===== src/rtl/uart_cfg_core.sv =====
`timescale 1ns/1ps
`default_nettype none
// ============================================================================
// Module   : uart_cfg_core
// Purpose  : Parameterised UART transmitter/receiver (5-8 data bits, parity, 1-2 stop).
// Revision : 1.0
// ============================================================================
module uart_cfg_core #(
    parameter int SCYCLE   = 50_000_000,
    parameter int BAUDRATE = 9600,
    parameter int DATABITS = 8,
    parameter int PARITY   = 0,
    parameter int STOPBITS = 1
) (
    input  logic       CLK,
    input  logic       RESET,
    output logic       TX,
    input  logic [7:0] TXDATA,
    input  logic       TXSTART,
    output logic       TXBUSY,
    output logic       TXDONE,
    input  logic       RX,
    output logic [7:0] RXDATA,
    output logic       RXBUSY,
    output logic       RXDONE,
    output logic       RXPERR,
    output logic       RXFERR
);

    localparam int DIV = SCYCLE / BAUDRATE;
    localparam int CW  = (DIV > 1) ? $clog2(DIV) : 1;
    localparam logic [CW-1:0] BIT_END   = CW'(DIV - 1);
    localparam logic [CW-1:0] HALF_END  = CW'(DIV / 2 - 1);
    localparam logic [2:0]    DATA_LAST = 3'(DATABITS - 1);
    localparam logic [2:0]    STOP_LAST = 3'(STOPBITS - 1);
    localparam logic [7:0]    DMASK     = 8'((1 << DATABITS) - 1);
    localparam bit            HAS_PAR   = (PARITY != 0);

    if (DATABITS < 5 || DATABITS > 8 || STOPBITS < 1 || STOPBITS > 2 ||
        PARITY < 0 || PARITY > 2 || DIV < 4) begin : g_param_check
        $error("uart_cfg_core: illegal DATABITS/STOPBITS/PARITY or DIV < 4");
    end

    typedef enum logic [2:0] {
        ST_IDLE  = 3'd0,
        ST_START = 3'd1,
        ST_DATA  = 3'd2,
        ST_PAR   = 3'd3,
        ST_STOP  = 3'd4
    } state_t;

    // ---------------- transmitter ----------------
    state_t          tx_state_q, tx_state_d;
    logic [CW-1:0]   tx_cnt_q, tx_cnt_d;
    logic [2:0]      tx_idx_q, tx_idx_d;
    logic [7:0]      tx_shift_q, tx_shift_d;
    logic            tx_par_q, tx_par_d;
    logic            tx_q, tx_d;
    logic            tx_done_q, tx_done_d;
    logic [7:0]      w_tx_word;
    logic            w_tx_bit_end;

    assign w_tx_word    = TXDATA & DMASK;
    assign w_tx_bit_end = (tx_cnt_q == BIT_END);

    always_comb begin
        tx_state_d = tx_state_q;
        tx_cnt_d   = tx_cnt_q;
        tx_idx_d   = tx_idx_q;
        tx_shift_d = tx_shift_q;
        tx_par_d   = tx_par_q;
        tx_d       = tx_q;
        tx_done_d  = 1'b0;
        if (tx_state_q != ST_IDLE) begin
            tx_cnt_d = w_tx_bit_end ? '0 : tx_cnt_q + 1'b1;
        end
        case (tx_state_q)
            ST_IDLE: begin
                tx_d = 1'b1;
                if (TXSTART) begin
                    tx_state_d = ST_START;
                    tx_cnt_d   = '0;
                    tx_shift_d = w_tx_word;
                    tx_par_d   = (PARITY == 1) ? ~^w_tx_word : ^w_tx_word;
                    tx_d       = 1'b0;
                end
            end
            ST_START: if (w_tx_bit_end) begin
                tx_state_d = ST_DATA;
                tx_idx_d   = '0;
                tx_d       = tx_shift_q[0];
            end
            ST_DATA: if (w_tx_bit_end) begin
                if (tx_idx_q == DATA_LAST) begin
                    tx_idx_d   = '0;
                    tx_state_d = HAS_PAR ? ST_PAR : ST_STOP;
                    tx_d       = HAS_PAR ? tx_par_q : 1'b1;
                end else begin
                    // Shift after each bit so the next bit is always at [1]
                    tx_idx_d   = tx_idx_q + 3'd1;
                    tx_shift_d = tx_shift_q >> 1;
                    tx_d       = tx_shift_q[1];
                end
            end
            ST_PAR: if (w_tx_bit_end) begin
                tx_state_d = ST_STOP;
                tx_idx_d   = '0;
                tx_d       = 1'b1;
            end
            ST_STOP: if (w_tx_bit_end) begin
                if (tx_idx_q == STOP_LAST) begin
                    tx_state_d = ST_IDLE;
                    tx_done_d  = 1'b1;
                end else begin
                    tx_idx_d = tx_idx_q + 3'd1;
                end
            end
            default: tx_state_d = ST_IDLE;
        endcase
    end

    always_ff @(posedge CLK or posedge RESET) begin
        if (RESET) begin
            tx_state_q <= ST_IDLE;
            tx_cnt_q   <= '0;
            tx_idx_q   <= '0;
            tx_shift_q <= '0;
            tx_par_q   <= 1'b0;
            tx_q       <= 1'b1;
            tx_done_q  <= 1'b0;
        end else begin
            tx_state_q <= tx_state_d;
            tx_cnt_q   <= tx_cnt_d;
            tx_idx_q   <= tx_idx_d;
            tx_shift_q <= tx_shift_d;
            tx_par_q   <= tx_par_d;
            tx_q       <= tx_d;
            tx_done_q  <= tx_done_d;
        end
    end

    assign TX     = tx_q;
    assign TXBUSY = (tx_state_q != ST_IDLE);
    assign TXDONE = tx_done_q;

    // ---------------- receiver ----------------
    logic            rx_meta_q, rx_sync_q, rx_prev_q;
    state_t          rx_state_q, rx_state_d;
    logic [CW-1:0]   rx_cnt_q, rx_cnt_d;
    logic [2:0]      rx_idx_q, rx_idx_d;
    logic [7:0]      rx_shift_q, rx_shift_d;
    logic            rx_acc_q, rx_acc_d;
    logic [7:0]      rx_data_q, rx_data_d;
    logic            rx_perr_q, rx_perr_d;
    logic            rx_ferr_q, rx_ferr_d;
    logic            rx_done_q, rx_done_d;
    logic            w_rx_fall;
    logic            w_rx_bit_end;

    // A low stop sample leaves rx_prev_q low, so no new start until the line rises
    assign w_rx_fall    = rx_prev_q & ~rx_sync_q;
    assign w_rx_bit_end = (rx_cnt_q == BIT_END);

    always_comb begin
        rx_state_d = rx_state_q;
        rx_cnt_d   = rx_cnt_q;
        rx_idx_d   = rx_idx_q;
        rx_shift_d = rx_shift_q;
        rx_acc_d   = rx_acc_q;
        rx_data_d  = rx_data_q;
        rx_perr_d  = rx_perr_q;
        rx_ferr_d  = rx_ferr_q;
        rx_done_d  = 1'b0;
        case (rx_state_q)
            ST_IDLE: if (w_rx_fall) begin
                rx_state_d = ST_START;
                rx_cnt_d   = '0;
            end
            ST_START: begin
                rx_cnt_d = rx_cnt_q + 1'b1;
                if (rx_cnt_q == HALF_END) begin
                    rx_cnt_d   = '0;
                    rx_idx_d   = '0;
                    rx_acc_d   = 1'b0;
                    rx_state_d = rx_sync_q ? ST_IDLE : ST_DATA;
                end
            end
            ST_DATA: begin
                rx_cnt_d = w_rx_bit_end ? '0 : rx_cnt_q + 1'b1;
                if (w_rx_bit_end) begin
                    rx_shift_d = {rx_sync_q, rx_shift_q[7:1]};
                    rx_acc_d   = rx_acc_q ^ rx_sync_q;
                    rx_idx_d   = rx_idx_q + 3'd1;
                    if (rx_idx_q == DATA_LAST) begin
                        rx_state_d = HAS_PAR ? ST_PAR : ST_STOP;
                    end
                end
            end
            ST_PAR: begin
                rx_cnt_d = w_rx_bit_end ? '0 : rx_cnt_q + 1'b1;
                if (w_rx_bit_end) begin
                    rx_acc_d   = rx_acc_q ^ rx_sync_q;
                    rx_state_d = ST_STOP;
                end
            end
            ST_STOP: begin
                rx_cnt_d = w_rx_bit_end ? '0 : rx_cnt_q + 1'b1;
                if (w_rx_bit_end) begin
                    rx_data_d  = rx_shift_q >> (8 - DATABITS);
                    rx_perr_d  = (PARITY == 1) ? ~rx_acc_q :
                                 (PARITY == 2) ?  rx_acc_q : 1'b0;
                    rx_ferr_d  = ~rx_sync_q;
                    rx_done_d  = 1'b1;
                    rx_state_d = ST_IDLE;
                end
            end
            default: rx_state_d = ST_IDLE;
        endcase
    end

    always_ff @(posedge CLK or posedge RESET) begin
        if (RESET) begin
            rx_meta_q  <= 1'b1;
            rx_sync_q  <= 1'b1;
            rx_prev_q  <= 1'b1;
            rx_state_q <= ST_IDLE;
            rx_cnt_q   <= '0;
            rx_idx_q   <= '0;
            rx_shift_q <= '0;
            rx_acc_q   <= 1'b0;
            rx_data_q  <= '0;
            rx_perr_q  <= 1'b0;
            rx_ferr_q  <= 1'b0;
            rx_done_q  <= 1'b0;
        end else begin
            rx_meta_q  <= RX;
            rx_sync_q  <= rx_meta_q;
            rx_prev_q  <= rx_sync_q;
            rx_state_q <= rx_state_d;
            rx_cnt_q   <= rx_cnt_d;
            rx_idx_q   <= rx_idx_d;
            rx_shift_q <= rx_shift_d;
            rx_acc_q   <= rx_acc_d;
            rx_data_q  <= rx_data_d;
            rx_perr_q  <= rx_perr_d;
            rx_ferr_q  <= rx_ferr_d;
            rx_done_q  <= rx_done_d;
        end
    end

    assign RXDATA = rx_data_q;
    assign RXBUSY = (rx_state_q != ST_IDLE);
    assign RXDONE = rx_done_q;
    assign RXPERR = rx_perr_q;
    assign RXFERR = rx_ferr_q;

endmodule
`default_nettype wire


===== config.mk =====
export PLATFORM = sky130hd
export DESIGN_NAME = uart_cfg_core
export DESIGN_NICKNAME = d
export VERILOG_FILES = /design/src/rtl/uart_cfg_core.sv
export SDC_FILE = /design/constraint.sdc
export NUM_CORES = 1
export LEC_CHECK = 0
export ABC_AREA = 1
export CELL_PAD_IN_SITES_DETAIL_PLACEMENT = 1
export CELL_PAD_IN_SITES_GLOBAL_PLACEMENT = 2
export CORE_MARGIN = 2
export CORE_UTILIZATION = 32
export DETAILED_ROUTE_END_ITERATION = 10
export GPL_TIMING_DRIVEN = 0
export PLACE_DENSITY_LB_ADDON = 0.1
export SETUP_SLACK_MARGIN = 0.2
export SYNTH_ARGS = -nofsm -noshare
export SYNTH_HDL_FRONTEND = slang
export SYNTH_SLANG_ARGS = --single-unit
export TNS_END_PERCENT = 100

===== constraint.sdc =====
create_clock -name CLK -period 2 [get_ports CLK]
set_input_delay 0.3 -clock CLK [delete_from_list [all_inputs] [get_ports CLK]]
set_output_delay 0.3 -clock CLK [all_outputs]
set_load 0.02 [all_outputs]

Word-level counts from Yosys, hierarchy flattened --
Index checks and enable logic that the tools add are counted.
Cells by class: $add $sub $neg 4, equal/unequal tests 29, multiplexer cells 48, bitwise logic cells 2, reduce and logical (&&, ||, !) cells 21
Operators by type and width (count):
- two-way mux 13 bit | 7
- two-way mux 3 bit | 20
- case mux 13 bit (3 select lines) | 1
- inequality test 2 bit, second input constant | 15
- case mux 3 bit (5 select lines) | 2
- adder 13 x 1 -> 13 bit, second input constant | 2
- equality test 13 bit, second input constant | 2
- two-way mux 8 bit | 3
- case mux 8 bit (2 select lines) | 1
- equality test 13 x 12 -> 1 bit, second input constant | 1
- equality test 3 x 2 -> 1 bit, second input constant | 4
- equality test 3 bit, second input constant | 4
- nonzero test 3 bit | 4
- two-way mux 1 bit | 10
- zero test 3 bit | 3
- case mux 3 bit (3 select lines) | 1
- AND reduction 4 bit | 2
- AND reduction 7 bit | 1
- adder 3 x 1 -> 3 bit, second input constant | 2
- equality test 3 x 1 -> 1 bit, second input constant | 2
- case mux 3 bit (2 select lines) | 1
- AND reduction 2 bit | 3
- AND reduction 6 bit | 1
- AND reduction 5 bit | 1
- 10 further kinds | 11
Storage, ports and cells: bits in registers 69, input port bits 12, output and inout port bits 15, word-level logic and storage cells 120

Depth between registers and ports, before layout --
Gate-level depths: netlist (run 1).
word-level depth 5, mapped depth 10, mapped depth without buffers 9

Worst setup path before layout (run 1) --
Ideal clock, no wire load.
path kind flip-flop to flip-flop, from register tx_cnt_q[0], to register tx_shift_q[1], library setup time 0.123 ns, arrival 1.405 ns, data required time 1.877 ns, slack 0.472 ns, cell stages (with the launch flop) 10, buffers on the path 1, clock period less this slack 1.528 ns, cell sequence dfrtp_1 ha_1 nand2_1 nor3_2 nand3_2 nand2_2 nand2_4 buf_6 nand2_2 o21ai_2
Between the ends: word-level cells in the longest chain between the ends 3
RTL lines:
- start: declaration | RTL line 54 | logic [CW-1:0] tx_cnt_q, tx_cnt_d;
- start signal: assignment | RTL line 133 | tx_cnt_q <= tx_cnt_d;
- equality test 13 bit | RTL line 64 | assign w_tx_bit_end = (tx_cnt_q == BIT_END);
- inequality test 2 bit (no line)
- AND reduction 4 bit (no line)
- end signal: assignment | RTL line 135 | tx_shift_q <= tx_shift_d;
- end: declaration | RTL line 56 | logic [7:0] tx_shift_q, tx_shift_d;
No other way between the ends. A chain may end at the register's enable or synchronous reset.

Final worst setup path (run 1) --
from register tx_q (netlist: TX), to output port TX
RTL lines:
- start: declaration | RTL line 58 | logic tx_q, tx_d;
- start signal: assignment | RTL line 137 | tx_q <= tx_d;
- end: declaration | RTL line 17 | output logic TX,
No word-level cell between the ends.

==> impl_metrics.tcl, run 1 <==
set metrics [dict create \
    port_buffers 25 \
    antenna_found_initial 0 \
    holdWs_ps 347 \
    finalInstanceArea_sq_um 4680 \
    post_drt_wl_per_cell_um 14.2 \
    p_leak_nw 2.23 \
    mostFrequentLayoutCell "nand2_1" \
    num-fill-cells 1453 \
    final_net_count 543 \
    globalplace.congestion 0.757 \
    dpl.hpwl_um 6970 \
    synth_top_family_by_area "simple AND/OR/NAND/NOR gates" \
    wirelength_um 9620 \
    rsz0062_at_grt "no" \
    diodes 0 \
    top_layer_used "met4" \
    critical_path.top_delay_family "buffers and inverters" \
    fin_crit_sh 0.877 \
    grt_max_degree 33 \
    slowest_stage "clkdlybuf4s50_1" \
    grt-ovfl-total 0 \
    die_w_um 114 \
    power_density_nw_per_um2 831 \
    crit_buf_inv 1 \
    netlist_area_sq_um 3840 \
    utilization 0.394 \
    dpl-instance-area_sq_um 4330 \
    synth_compound_area_frac 0.104 \
    grt.total_usage 0.166 \
    dieArea_sq_um 12900 \
    numCtsBuffers 9 \
    drive_gt1_frac 0.198 \
    skew_ps 3.02 \
    synth_simple_gate_area_share 0.318 \
    cts_tree "done" \
    h-tree-depth 3 \
    worst_pin_slew_ps 509 \
    crit_type "reg -> out" \
    avgSynthCellArea_sq_um 7.98 \
    pin_count 27 \
    start_util 0.324 \
    drtIter0Drc 143 \
    wl_met3_um 264 \
    num_vias 3239 \
    fmax_ghz 0.570 \
    worstSkewPairLatency_ps 340 \
    synth_nets 501 \
    rows 40 \
    root_buffer "clkbuf_16" \
    synth-seq-cells 69 \
    finalHoldViolCount 0 \
    grt_pass1_vias 3484 \
    setup_viol 0 \
    slew_viol_final 0 \
    post-route-min-period_ps 1750 \
    die_y_um 114 \
    synth_xor_xnor_area_share 0.0228 \
    hp-class "in -> async" \
    status "finished, final reports clean" \
    core-area_sq_um 11900 \
    start_kind "register" \
    wl_met1_um 4670 \
    detail-route-antenna-nets 0 \
    clockBufferDepth 2 \
    crit_path_end_kind "output pin" \
    relSlewSlack 0.660 \
    peakVddDrop_v 0.000471 \
    synth.distinct_cells 33 \
    critPathArrivalTime_ps 1450 \
    clkTransAtPathRegs_ps 60 \
    viasPerCell 4.79 \
    drc 0 \
    seqCellArea_sq_um 1730 \
    cap_violations 0 \
    crit_chain "clkdlybuf4s50_1" \
    syn_inst 482 \
    required_ps 1700 \
    area_delta_synth_final_pct 21.6 \
    cts_sinks 69 \
    synth_fa_ha_area_frac 0.0228 \
    slowest_delay_ps 590 \
    seq_area_frac_synth 0.450 \
    final_cell_mix "135 x nand2_1, 64 x dfrtp_1, 48 x inv_1, 44 x nand3_1, 25 x nor2_1" \
    ys.warnings.count 0 \
    grt_pass1_wl_um 16900 \
    path_max_fanout 2 \
    first_pass_iters 4 \
    muxShareOfSynthArea 0 \
    multiInputGateArea_sq_um 1830 \
    wl_met2_um 4560 \
]
[stage by stage]
| stage | power (mW) | instances | TNS, ps | setup slack, ps |
|---|---|---|---|---|
| after detailed placement | 2.32 | 656 | 0 | 110 |
| final | 3.88 | 676 | 0 | 246 |
| after CTS | 3.93 | 674 | 0 | 155 |
| after floorplan | 2.04 | 482 | 0 | 472 |
| after global routing | 4.11 | 676 | 0 | 202 |
| after global placement | 2.29 | 654 | -2410 | -43.6 |
[cell usage after synthesis, drive strengths merged]
cell type | count | area (sq um)
ha | 7 | 87.6
nand3 | 48 | 260
nor2 | 33 | 149
nand4 | 11 | 75.1
o211ai | 1 | 7.51
nand2 | 144 | 568
a21oi | 7 | 42.5
or2 | 8 | 50.1
o31ai | 1 | 7.51
nor4 | 1 | 6.26
inv | 59 | 221
nor3 | 15 | 113
buf | 12 | 90.1
conb | 1 | 3.75
dfstp | 4 | 105
o21ai | 51 | 319
xor2 | 10 | 87.6
o22ai | 4 | 25.0
dfrtp | 65 | 1630
[flip-flops by register name, summed over array words and instances, names as in the netlist, 3 cells and up]
name and flops:
RXDATA 8, rx_shift_q 8, tx_cnt_q 13, rx_cnt_q 13
tx_shift_q 8, rx_state_q 3, rx_idx_q 3, tx_state_q 3
tx_idx_q 3
[repair_timing]
item,CTS,global route
pin swaps,1,0
endpoints found under the setup margin,22,33
gates resized for setup,5,9
hold buffers,0,0
setup buffers,2,2
[power by group]
group,internal [mW],switching [mW],total [mW]
clock network,1.00,0.602,1.60
logic,0.226,0.536,0.762
registers,1.46,0.0611,1.52
total,2.69,1.20,3.88
[final cells by class]
cell class | count | area share
Inverter | 59 | 0.0482
Multi-Input combinational cell | 342 | 0.391
Timing Repair Buffer | 31 | 0.0688
Tap cell | 147 | 0.0393
Sequential cell | 69 | 0.371
Clock inverter | 2 | 0.00749
Buffer | 12 | 0.0203
Clock buffer | 14 | 0.0543
[per-layer routing]
layer | vias up | GRT usage
met4 | 0 | 0.0545
li1 | 1636 | -
met3 | 10 | 0.0409
met2 | 34 | 0.268
met5 | - | 0
met1 | 1559 | 0.219
[logic make-up (layout without fill, tap and decap cells)]
group,after synthesis,in the layout
adder cells (fa/ha/maj),7,7
AND/OR/NAND/NOR,260,260
AO/OA/AOI/OAI,64,64
buffers and inverters,71,118
XOR/XNOR,10,10
other,1,1
flip-flops,69,69
[final timing paths]
kind,startpoint,end,slack (ps),depth (start not counted)
max in group asynchronous,RESET,rx_meta_q$_DFF_PP1_,1060,3
min,RESET,tx_shift_q[5]$_DFFE_PP0P_,350,2
max,TX$_DFFE_PP1P_,TX,250,1
min in group CLK,rx_meta_q$_DFF_PP1_,rx_sync_q$_DFF_PP1_,360,0
max reg2reg,tx_cnt_q[0]$_DFF_PP0_,tx_shift_q[1]$_DFFE_PP0P_,300,9
min reg2reg,rx_meta_q$_DFF_PP1_,rx_sync_q$_DFF_PP1_,360,0
Power figures use the tool's default switching activity.
==> run 2, diff against run 1 <==
SLEW_MARGIN = 40   (was default)
==> run 2 against run 1 <==
Critical path depth is 2 higher. Cell count stayed put. Global-route usage hardly changed. Non-clock buffer count stayed put. Combinational power is 1% lower. Count of clock-buffer cells in the layout is 1 lower.
==> impl_metrics.tcl, run 2 (synthesis results as in run 1) <==
set metrics [dict create \
    cts_tree "done" \
    slew_viol_final 0 \
    numCtsBuffers 9 \
    p_leak_nw 2.25 \
    status "finished, final reports clean" \
    grt.total_usage 0.166 \
    p_seq_frac 0.384 \
    fin_total_pwr_mw 3.95 \
    busiest_layer "met2" \
    dieArea_sq_um 12900 \
    peakVddDrop_v 0.000420 \
    grt_pass1_vias 3411 \
    detail-route-antenna-nets 0 \
    path_max_fanout 4 \
    area_delta_synth_final_pct 22.9 \
    ctsHoldBuffers 0 \
    seqCellArea_sq_um 1730 \
    diodes 0 \
    largest_registers "rx_cnt_q (13), tx_cnt_q (13)" \
    h-tree-depth 3 \
    num-fill-cells 1439 \
    fmax_ghz 0.595 \
    dpl.hpwl_um 7000 \
    port_buffers 25 \
    drc 0 \
    grt_use_met2 0.267 \
    critPathArrivalTime_ps 1380 \
    viasPerCell 4.78 \
    post-route-min-period_ps 1680 \
    die_w_um 114 \
    final_cells 676 \
    grt_use_met1 0.213 \
    clockBufferDepth 2 \
    rsz0062_at_grt "no" \
    drive_gt1_frac 0.204 \
    mostFrequentLayoutCell "nand2_1" \
    num_vias 3231 \
    holdWs_ps 295 \
    place_inst 657 \
    cap_violations 0 \
    clkTransAtPathRegs_ps 60 \
    die_y_um 114 \
    worstSkewPairLatency_ps 340 \
    crit_type "reg -> out" \
    hp-class "in -> async" \
    internal_power_mw 2.76 \
    drtIter0Drc 123 \
    utilization 0.398 \
    power_density_nw_per_um2 836 \
    place_ws_ps 87.2 \
    skew_ps 4.01 \
    globalplace.congestion 0.757 \
    start_util 0.324 \
    core-area_sq_um 11900 \
    antenna_found_initial 0 \
    grt-ovfl-total 0 \
    root_buffer "clkbuf_16" \
    pin_count 27 \
    power.net_switching_mw 1.20 \
    grt_max_degree 25 \
    multiInputGateArea_sq_um 1830 \
    grtUsageMet3 0.0457 \
    setup_viol 0 \
    clkPwrFrac 0.426 \
    rr_worst_depth 9 \
    final_cell_mix "135 x nand2_1, 64 x dfrtp_1, 48 x inv_1, 44 x nand3_1, 25 x nor2_1" \
    required_ps 1700 \
    finalHoldViolCount 0 \
    p_sw_frac 0.302 \
    start_kind "register" \
    rows 40 \
    final_net_count 543 \
    cts_sinks 69 \
    layout_setup_ws_ps 320 \
    crit_path_end_kind "output pin" \
    wirelength_um 9590 \
    fin_crit_sh 0.840 \
    post_drt_wl_per_cell_um 14.2 \
    grt_pass1_wl_um 16700 \
    first_pass_iters 4 \
    pwr-share-comb 0.190 \
]
-- run 2: layout make-up --
type	count	area share
multi-input combinational	342	0.388
sequential	69	0.367
timing repair buffer	31	0.0728
clock buffer	13	0.0572
inverter	59	0.0477
tap	147	0.0389
buffer	12	0.0201
clock inverter	3	0.00900
-- run 2: power by group through the flow --
stage | clock network, mW | registers, mW | logic, mW
2_1_floorplan | 0 | 1.53 | 0.514
3_3_place_gp | 0 | 1.54 | 0.750
3_5_place_dp | 0 | 1.54 | 0.779
4_1_cts | 1.74 | 1.52 | 0.772
5_1_grt | 1.80 | 1.53 | 0.869
6_report | 1.68 | 1.52 | 0.753
-- run 2: metrics by stage --
stage / TNS [ps] / cell area [sq um]
global route: 0 / 4730
floorplan: 0 / 3850
finish: 0 / 4730
global placement: -2410 / 4280
CTS: 0 / 4690
detailed placement: 0 / 4360
-- run 2: final timing paths --
path,start,to,slack [ps]
setup / recovery,rx_state_q[1]$_DFFE_PP0P_,RXBUSY,320
hold / removal,RESET,rx_cnt_q[5]$_DFFE_PP0P_,300
min in group CLK,rx_meta_q$_DFF_PP1_,rx_sync_q$_DFF_PP1_,370
setup reg to reg,tx_cnt_q[1]$_DFF_PP0_,tx_shift_q[1]$_DFFE_PP0P_,320
hold reg to reg,rx_meta_q$_DFF_PP1_,rx_sync_q$_DFF_PP1_,370
max in group asynchronous,RESET,rx_meta_q$_DFF_PP1_,1190
-- run 2: metal layers --
layer / share of wire / vias to the layer above
met2: 0.48 / 31
li1: - / 1642
met4: 0.016 / 0
met3: 0.030 / 10
met1: 0.47 / 1548
met5: 0 / -
-- run 2: what timing repair did --
action | 4_1_cts | 5_1_grt
endpoints found under the setup margin | 23 | 24
setup buffers | 2 | 1
pin swaps | 1 | 1
gates resized for setup | 5 | 10
-- run 2: critical path, stage by stage (launching register included) --
cell and delay (ps):
dfrtp_1 440, nor2_2 170, nand2_1 90, dlygate4sd2_1 340
==> run 3, diff against run 2 <==
CORE_UTILIZATION = 35   (was 32)
clock period = 1.57 ns   (was 2 ns; I/O delays follow)
==> run 3 against run 2 <==
Die area fell by 8.3%. First-iteration DRC count fell by 17%. Largest cell class unchanged. Non-clock buffer count rose by 67.
==> impl_metrics.tcl, run 3 (synthesis results as in run 1) <==
set metrics [dict create \
    mostFrequentLayoutCell "nand2_1" \
    clkTransAtPathRegs_ps 80 \
    fmax_ghz 0.649 \
    core-area_sq_um 10800 \
    root_buffer "clkbuf_8" \
    tns_ps 0 \
    numCtsBuffers 9 \
    dieArea_sq_um 11800 \
    p_seq_frac 0.365 \
    setup_viol 0 \
    start_kind "register" \
    rsz0062_at_grt "yes" \
    viasPerCell 4.97 \
    crit_type "reg -> reg" \
    num-fill-cells 1207 \
    grt.total_usage 0.209 \
    grt_pass1_vias 3852 \
    critPathMostFrequentCell "nand2_4" \
    holdWs_ps 222 \
    slew_viol_final 0 \
    detail-route-antenna-nets 0 \
    port_buffers 25 \
    slowest_delay_ps 410 \
    hp-class "in -> async" \
    skew_ps 8.86 \
    critPathArrivalTime_ps 1780 \
    start_util 0.356 \
    worstSkewPairLatency_ps 350 \
    final_net_count 610 \
    grt_max_degree 25 \
    rows 38 \
    status "finished, final reports clean" \
    antenna_found_initial 0 \
    clockBufferDepth 2 \
    globalplace.congestion 0.730 \
    drtIter0Drc 102 \
    pwr-share-comb 0.311 \
    drc 0 \
    ctsHoldBuffers 0 \
    diodes 0 \
    fin_crit_sh 0.982 \
    path_max_fanout 5 \
    final_cell_mix "87 x nand2_1, 59 x dfrtp_1, 54 x buf_4, 34 x inv_1, 33 x o21ai_2" \
    post-route-min-period_ps 1540 \
    power.net_switching_mw 1.83 \
    cts_tree "done" \
    internal_power_mw 3.51 \
    place_ws_ps -241 \
    dpl.hpwl_um 7170 \
    cap_violations 0 \
    area_delta_synth_final_pct 55.9 \
    required_ps 1800 \
    die_w_um 109 \
    h-tree-depth 3 \
    first_pass_iters 4 \
    pin_count 27 \
    num_vias 3660 \
    p_sw_frac 0.343 \
    cts_sinks 69 \
    die_y_um 109 \
    crit_path_end_kind "register" \
    largest_registers "rx_cnt_q (13), tx_cnt_q (13)" \
    wirelength_um 12000 \
    p_leak_nw 2.78 \
    slowest_stage "dfrtp_1" \
    final_cells 736 \
    grt_pass1_wl_um 19100 \
    place_inst 650 \
    clkPwrFrac 0.324 \
    post_drt_wl_per_cell_um 16.4 \
    peakVddDrop_v 0.000499 \
    grt-ovfl-total 0 \
    crit_chain "ha_2 > ha_4 > inv_2 > nand2_2 > a21oi_4 > nand2_4 > buf_8 > nand2_4 > o21ai_2" \
    layout_setup_ws_ps 28.7 \
    drive_gt1_frac 0.505 \
    finalHoldViolCount 0 \
    power_density_nw_per_um2 891 \
]
## run 3: cell types whose count changed in the layout (fill, tap and decap cells not counted), moves of 16 or more
cell     delta
nand2_1    -48
nand2_2    +24
buf_6      +17
nand2_4    +22
o21ai_2    +16
nand3_1    -17
buf_4      +48
## run 3: power by group through the flow
stage | sequential, mW | combinational, mW | clock [mW]
6_report | 1.95 | 1.66 | 1.73
5_1_grt | 1.96 | 1.81 | 1.87
4_1_cts | 1.94 | 1.56 | 1.79
3_5_place_dp | 1.97 | 0.995 | 0
3_3_place_gp | 1.97 | 0.957 | 0
2_1_floorplan | 1.95 | 0.666 | 0
## run 3: final cells by class
cell class / instances / area, sq um / share of cell area
clock inverters: 5 / 81.3 / 0.0136
clock buffers: 11 / 151 / 0.0253
multi-input cells: 342 / 2490 / 0.416
flip-flops and latches: 69 / 1740 / 0.290
repair buffers: 98 / 971 / 0.162
inverters: 59 / 243 / 0.0405
well taps: 140 / 175 / 0.0292
plain buffers: 12 / 141 / 0.0236
## run 3: final timing paths
| path | from | end | slack (ps) | cells after the start |
|---|---|---|---|---|
| hold / removal | RESET | tx_shift_q[3]$_DFFE_PP0P_ | 220 | 2 |
| hold reg to reg | rx_meta_q$_DFF_PP1_ | rx_sync_q$_DFF_PP1_ | 360 | 0 |
| min in group CLK | RX | rx_meta_q$_DFF_PP1_ | 290 | 1 |
| setup reg to reg | tx_idx_q[0]$_DFFE_PP0P_ | tx_shift_q[0]$_DFFE_PP0P_ | 30 | 9 |
| max in group asynchronous | RESET | rx_prev_q$_DFF_PP1_ | 660 | 4 |
| setup / recovery | tx_idx_q[0]$_DFFE_PP0P_ | tx_shift_q[0]$_DFFE_PP0P_ | 30 | 9 |
## run 3: per-layer routing
layer / wire, um / track usage
met5: 0 / 0
met1: 5150 / 0.262
met2: 6510 / 0.368
met4: 149 / 0.0513
met3: 236 / 0.0412
## run 3: what timing repair did
item | CTS | global route
cloned | 4 | 0
pin swaps | 44 | 32
buffers inserted | 41 | 25
endpoints found under the setup margin | 77 | 75
resized for setup | 182 | 82
## run 3: metrics by stage
stage                     cell area [sq um]   util  power [mW]
after floorplan                        3870      -        2.62
after global placement                 4290  0.398        2.93
after detailed placement               4370  0.405        2.97
after CTS                              5560  0.515        5.28
after global routing                   5990  0.555        5.64
final                                  5990  0.555        5.34
## run 3: critical path: cells and delay by family, from the launching register on
kind,cells,cell delay (ps)
compound gates,2,210
buf+inv,2,210
flops,1,410
fa+ha+maj,2,360
simple gates,3,240
